[config.mk]
export PLATFORM = sky130hd
export DESIGN_NAME = mac_row_seq
export DESIGN_NICKNAME = d
export VERILOG_FILES = /design/src/rtl/mac_row_seq.sv
export SDC_FILE = /design/constraint.sdc
export NUM_CORES = 1
export LEC_CHECK = 0
export ABC_AREA = 1
export CORE_ASPECT_RATIO = 1.4
export CORE_MARGIN = 1.5
export CORE_UTILIZATION = 55
export DETAILED_ROUTE_END_ITERATION = 7
export DONT_BUFFER_PORTS = 1
export PLACE_DENSITY = 0.77
export REMOVE_ABC_BUFFERS = 1
export SKIP_LAST_GASP = 1
export SYNTH_ARGS = -nofsm -noshare
export SYNTH_HDL_FRONTEND = slang
export SYNTH_SLANG_ARGS = --single-unit
[constraint.sdc]
create_clock -name clk -period 2.3 [get_ports clk]
set_input_delay 0.575 -clock clk [delete_from_list [all_inputs] [get_ports clk]]
set_output_delay 0.575 -clock clk [all_outputs]
set_load 0.02 [all_outputs]
[src/rtl/mac_row_seq.sv]
// Issue sequencer for one mac_row pass: walks taps within output pixels, strobes the
// buffer reads, and tracks the MAC pipeline so it can flag finished pixel sums.
module mac_row_seq #(
    parameter int TW      = 5,
    parameter int PW      = 10,
    parameter int MAC_LAT = 1
) (
    input  logic          clk,
    input  logic          rst,
    input  logic          start,
    input  logic [TW-1:0] cfg_taps,
    input  logic [PW-1:0] cfg_pix,
    input  logic          in_valid,
    output logic          rd_en,
    output logic [TW-1:0] tap_idx,
    output logic [PW-1:0] pix_idx,
    output logic          w_en,
    output logic          acc_clr,
    output logic          out_valid,
    output logic [PW-1:0] out_pix,
    output logic          busy,
    output logic          done,
    output logic [1:0]    dbg_state
);

    typedef enum logic [1:0] {IDLE, RUN, DRAIN, DONE} state_t;

    localparam logic [TW-1:0]      TAP_ONE  = 1;
    localparam logic [PW-1:0]      PIX_ONE  = 1;
    // Every stage of the result shift register except the one driving out_valid.
    localparam logic [MAC_LAT-1:0] LOW_MASK = {MAC_LAT{1'b1}} >> 1;

    state_t        state, state_nxt;
    logic [TW-1:0] taps_q;
    logic [PW-1:0] pix_q;
    logic          w_last;
    logic [PW-1:0] w_pix;
    logic [MAC_LAT-1:0] ov_sr;
    logic [PW-1:0]      pix_sr [MAC_LAT];

    logic issue, last_tap, last_pix, final_issue, pipe_drained;

    assign last_tap     = (tap_idx == taps_q - TAP_ONE);
    assign last_pix     = (pix_idx == pix_q - PIX_ONE);
    assign issue        = (state == RUN) && in_valid;
    assign final_issue  = issue && last_tap && last_pix;
    // True when nothing will remain in flight after this cycle.
    assign pipe_drained = !w_en && ((ov_sr & LOW_MASK) == '0);

    assign out_valid = ov_sr[MAC_LAT-1];
    assign out_pix   = pix_sr[MAC_LAT-1];
    assign dbg_state = state;

    always_comb begin
        state_nxt = state;
        rd_en     = 1'b0;
        busy      = 1'b0;
        done      = 1'b0;
        case (state)
            IDLE: begin
                if (start) begin
                    if (cfg_taps == '0 || cfg_pix == '0) state_nxt = DONE;
                    else                                 state_nxt = RUN;
                end
            end
            RUN: begin
                busy  = 1'b1;
                rd_en = in_valid;
                if (final_issue) state_nxt = DRAIN;
            end
            DRAIN: begin
                busy = 1'b1;
                if (pipe_drained) state_nxt = DONE;
            end
            DONE: begin
                busy      = 1'b1;
                done      = 1'b1;
                state_nxt = IDLE;
            end
            default: state_nxt = IDLE;
        endcase
    end

    always_ff @(posedge clk) begin
        if (rst) begin
            state   <= IDLE;
            taps_q  <= '0;
            pix_q   <= '0;
            tap_idx <= '0;
            pix_idx <= '0;
            w_en    <= 1'b0;
            acc_clr <= 1'b0;
            w_last  <= 1'b0;
            w_pix   <= '0;
            ov_sr   <= '0;
            for (int i = 0; i < MAC_LAT; i++) pix_sr[i] <= '0;
        end else begin
            state <= state_nxt;
            if (state == IDLE && start) begin
                taps_q  <= cfg_taps;
                pix_q   <= cfg_pix;
                tap_idx <= '0;
                pix_idx <= '0;
            end
            // Counters return to zero after the final issue so a max-size job never wraps.
            if (issue) begin
                if (last_tap) begin
                    tap_idx <= '0;
                    pix_idx <= last_pix ? '0 : pix_idx + PIX_ONE;
                end else begin
                    tap_idx <= tap_idx + TAP_ONE;
                end
            end
            w_en    <= issue;
            acc_clr <= issue && (tap_idx == '0);
            w_last  <= issue && last_tap;
            w_pix   <= pix_idx;
            ov_sr[0]  <= w_en && w_last;
            pix_sr[0] <= w_pix;
            for (int i = 1; i < MAC_LAT; i++) begin
                ov_sr[i]  <= ov_sr[i-1];
                pix_sr[i] <= pix_sr[i-1];
            end
        end
    end

endmodule

* After elaboration in Yosys (flattened, before gate mapping)
Memory sizes are Yosys's and may differ from the RTL's.
Cells that the tools add are included.
** Word-level totals
- Bits in registers :: 46
- Memory bits (writable) :: 10
- Input bits :: 19
- Output and inout bits :: 33
- Memories kept :: 1
** Operators by class
- Add/sub/neg operators :: 4
- Equal/unequal tests :: 8
- Multiplexer cells :: 20
- Reductions and logical operators :: 15
** Memory list
- pix_sr :: depth 1, width 10, read ports 1, clocked after memory_dff 0, wr ports 1, RTL line 39 : logic [PW-1:0] pix_sr [MAC_LAT];
** Operators by type and width (count)
- 10-bit two-way mux :: 5
- 5-bit two-way mux :: 3
- 10-bit by 1-bit adder with 10-bit output, second input constant :: 1
- 10-bit equality test :: 1
- 10-bit logical NOT :: 1
- 5-bit logical NOT :: 2
- 10-bit OR reduction :: 1
- 10-bit by 1-bit subtractor with 10-bit output, second input constant :: 1
- 2-bit two-way mux :: 4
- 2-bit case mux with 4 select lines :: 1
- 1-bit two-way mux :: 7
- 1-bit logical AND :: 6
- 2-bit inequality test, second input constant :: 3
- 5-bit by 1-bit adder with 5-bit output, second input constant :: 1
- 5-bit equality test :: 1
- 5-bit by 1-bit subtractor with 5-bit output, second input constant :: 1
- 2-bit equality test, second input constant :: 2
- 3-bit AND reduction :: 1
- 3-bit OR reduction :: 1
- 2-bit by 1-bit equality test with 1-bit output, second input constant :: 1
- 2-bit logical NOT :: 1
- 2-bit nonzero test :: 1
- 1-bit logical OR :: 1

* Longest topological paths before layout
- Depth in word-level cells :: 6
- Gate-level depth with buffers :: 15
- Gate-level depth less buffers :: 15

* Worst setup path before layout
No wires, ideal clock.
- Path kind :: flip-flop to output port
- From :: register state[1], in the netlist dbg_state[1]
- To :: output port rd_en
- Arrival :: 1.161 ns
- Required time :: 1.725 ns
- Path slack :: 0.564 ns
- Cell stages (with the launch flop) :: 5
- Path through :: dfxtp_1 -> inv_1 -> ha_1 -> nand2_1 -> inv_1
** Between the ends
- Word-level cells in the longest chain between the ends :: 2
** Ends and longest elaborated chain
- start, declared :: RTL line 33 : state_t state, state_nxt;
- start signal, assigned :: RTL line 98 : state <= state_nxt;
- 2-bit by 1-bit equality test with 1-bit output :: RTL line 59 : case (state)
- 1-bit two-way mux :: RTL line 59
- end, declared :: RTL line 14 : output logic rd_en,
Every way passes these cells.

* Worst setup path in the final report
- From :: register state[0], in the netlist dbg_state[0]
- To :: output port rd_en
The elaborated chain is that of the path after synthesis.

==> metrics.md <==
| Metric | Value |
|---|---|
| Final hold viol count | `0` |
| CP Launch Type | `flop` |
| NumNets Final | `~430` |
| Share of the clock period used by the worst path | `between 90% and 100%` |
| Reg2reg path depth | `15` |
| Final TNS setup | `0 ps` |
| Largest net degree at the start of global routing | `35` |
| DR pass1 iterations | `4` |
| Drt wl/cell | `between 10 and 15 µm` |
| Adder-cell share of the synthesized area | `4.54%` |
| Lkg Pwr | `around 0.0013 µW` |
| Worst R2R Start | `pix_q[0]` |
| Reg-to-reg critical path endpoint | `dbg_state[0]` |
| Die H | `roughly 87 µm` |
| Starting density of the core | `a little under three fifths` |
| Initial antenna violation count | `0` |
| IO Count | `52` |
| GRT Total Usage | `between 20% and 30%` |
| Post-CTS Setup Inserts | `0` |
| Syn Area/Cell | `between 7 and 8 µm²` |
| Largest family of logic cells by synthesized area | `simple AND/OR/NAND/NOR gates` |
| Synth Area in XOR/XNOR | `~5.1%` |
| Cts hold-fix bufs | `0` |
| ANT nets after route | `0` |
| Detailed router's first-iteration violation count | `157` |
| Worst setup path class | `flop to output pin` |
| Period minus WS final | `approximately 2200 ps` |
| Post-synthesis mux area share | `0%` |
| Crit. End Element | `output pin` |
| Slowest cell on crit path | `dfxtp_1` |
| Filler cells | `around 460` |
| I/O Buffers | `0` |
| Ordered list of cells on the worst path | `ha_1, nand2_1, inv_1` |
| GP Congestion | `between 0.9 and 1` |
| Actual slew at the worst max-slew pin | `between 400 and 500 ps` |
| Post-synthesis compound-gate area fraction | `a little over a tenth` |
| Number of global-route vias before repair | `between 2000 and 2500` |
| Sequential share of the synthesized area | `40.7%` |
| Part of the power in registers | `approximately 45%` |
| Fmax | `roughly 0.46 GHz` |
| Layout Skew | `around 6.3 ps` |
| Clock network power share | `roughly 21%` |
| Worst-path fanout max | `5` |
| Internal Pwr Total | `about 1600 µW` |
| Die width | `approximately 63 µm` |
| Placeable Area | `between 4000 and 5000 µm²` |
| Worst Path Arrival | `~1600 ps` |
| Min setup slack post-route | `around 120 ps` |
| Hold Path Origin | `rst` |
| WL final | `6010 µm` |
| Via count | `~2400` |
| PwrDens | `slightly below 900 nW/µm²` |
| Vias per Instance | `5.16` |
| Residual DRC | `0` |
| Non-filler cells, final | `461` |
| Clk buf depth | `2` |
| # rows | `30` |
| Inserted Clock Buffers | `5` |
| CP required | `between 1500 and 2000 ps` |
| Switching fraction of total power | `39.1%` |
| Area growth from synthesis to layout | `7.35%` |
| Clock Pin Slew Worst Setup and Hold Paths | `roughly 100 ps` |
| WHS Path Cells | `1` |
| Dpl hpwl | `~4600 µm` |
| VDD IR max | `approximately 0.61 mV` |
| Relative slew slack | `~69%` |
| P_sw | `around 1000 µW` |
| Outcome | `complete, no violations` |
| Cells after synthesis | `389` |
| Placed Instances | `around 450` |
| R2R Setup Slk | `approximately 380 ps` |
| Tightest Hold Check Type | `input port to flop` |
| Pins Over Slew Limit | `0` |
| First-pass GRT wire length | `9960 µm` |
| ANT cells | `0` |
| Synth unique cells | `30` |
| CTS tree | `done` |
| GR Overflow Total | `0` |
| Setup Viol. Count Final | `0` |
| Synthesized flop and latch total | `between 50 and 60` |
| Worst slack, placed | `between 400 and 500 ps` |
| Clk_lat worst skew | `approximately 310 ps` |
| Simple-gate share of the synthesized area | `between 20 and 30%` |
| Die Area | `around 5500 µm²` |
| Post-cts sizing count | `0` |
| Comb power frac | `~35%` |
| Largest stage delay, worst path | `between 500 and 600 ps` |
| WHS Endpoint | `tap_idx[3]` |
| RSZ-0062 raised after global routing | `false` |
| Root buf cell | `clkbuf_8` |
| Netlist Area Pre-Place | `between 2000 and 3000 µm²` |
| Max Cap Viol | `0` |
| CTS HTree Levels | `2` |
| FF/Latch Area | `about 1100 µm²` |
| # clock sinks | `56` |
| Synth Warn # | `0` |
| Multi-input gate area | `about 1400 µm²` |
| Layout cells sized above 1 | `under 10%` |
==> registers in the layout, summed over array words and instances (netlist names) <==
register,flops
acc_clr,1
dbg_state,2
out_valid,1
pix_idx,10
pix_q,10
pix_sr,10
tap_idx,5
taps_q,5
w_en,1
w_last,1
w_pix,10
==> cells in the mapped netlist, drive strengths merged <==
cell    number  area [µm²]
a211oi       1        7.51
o22ai        1        6.26
xnor2        4        35.0
o21ai       22         110
nor3         6        30.0
clkbuf       8        30.0
or2          1        6.26
nor2        62         255
nand4        7        43.8
a21oi       24         120
dfxtp       56        1120
a21boi       1        7.51
inv         66         248
o31ai        2        15.0
xor2        12         105
nand2       72         278
buf          1        7.51
o221ai       2        17.5
nor4         4        31.3
o32ai        1        8.76
ha          10         125
nand3       26         148
==> cell usage in the layout (no fill, tap or decap), drive strengths merged <==
cell,n
a211oi,1
a21boi,1
a21oi,24
buf,9
clkbuf,5
clkinv,2
dfxtp,56
ha,10
inv,67
nand2,72
nand3,26
nand4,7
nor2,62
nor3,6
nor4,4
o21ai,22
o221ai,2
o22ai,1
o31ai,2
o32ai,1
or2,1
xnor2,4
xor2,12
==> power groups by stage <==
stage	sequential (µW)	combinational (µW)	clock, µW
after CTS	1180	912	558
after detailed placement	1200	906	0
after global placement	1200	879	0
after floorplan	1190	723	0
after global routing	1190	1040	600
final	1180	908	546
==> critical path: cells and delay by family (launching register included) <==
| family | cells | cell delay, ps |
|---|---|---|
| adders and majority gates | 1 | 280 |
| buffers and inverters | 1 | 280 |
| DFF | 1 | 550 |
| and+or+nand+nor | 1 | 180 |
==> kinds of logic after synthesis <==
group,Yosys count
AND/OR/NAND/NOR,178
XOR/XNOR,16
adder cells (fa/ha/maj),10
AO/OA/AOI/OAI,54
flip-flops,56
buffers and inverters,75
==> routing by layer <==
layer,up-vias,wire length [µm],track usage [%]
li1,1233,-,-
met1,1078,2290,23.0
met2,54,3270,44.5
met3,15,282,6.36
met4,0,167,10.9
met5,-,0,0
==> worst max path at each step <==
| stage | startpoint | end | slack (ps) | cells past startpoint |
|---|---|---|---|---|
| CTS | dbg_state[1] | rd_en | 50 | 4 |
| finish | dbg_state[0] | rd_en | 120 | 3 |
| floorplan | dbg_state[0] | pix_idx[0] | 340 | 7 |
| detailed placement | pix_q[0] | dbg_state[0] | 400 | 15 |
| global route | dbg_state[0] | rd_en | 5 | 3 |
| global placement | dbg_state[1] | rd_en | 440 | 4 |
==> per-stage QoR <==
| step | cell area, µm² | hold WS, ps | util (%) | total power, µW |
|---|---|---|---|---|
| after floorplan | 2720 | 388 | - | 1910 |
| after global placement | 2870 | 390 | 59.2 | 2080 |
| after detailed placement | 2870 | 394 | 59.2 | 2100 |
| after CTS | 2960 | 311 | 61.1 | 2650 |
| after global routing | 2960 | 302 | 61.1 | 2840 |
| final | 2960 | 317 | 61.1 | 2630 |
==> area by class of cell <==
class	instances	area share, %
multi-input combinational	258	45.6
sequential	56	37.9
inverter	66	8.37
tap	64	2.71
clock buffer	5	2.33
timing repair buffer	9	2.28
clock inverter	3	0.761
Note: power is estimated with default switching activity, not from simulation.
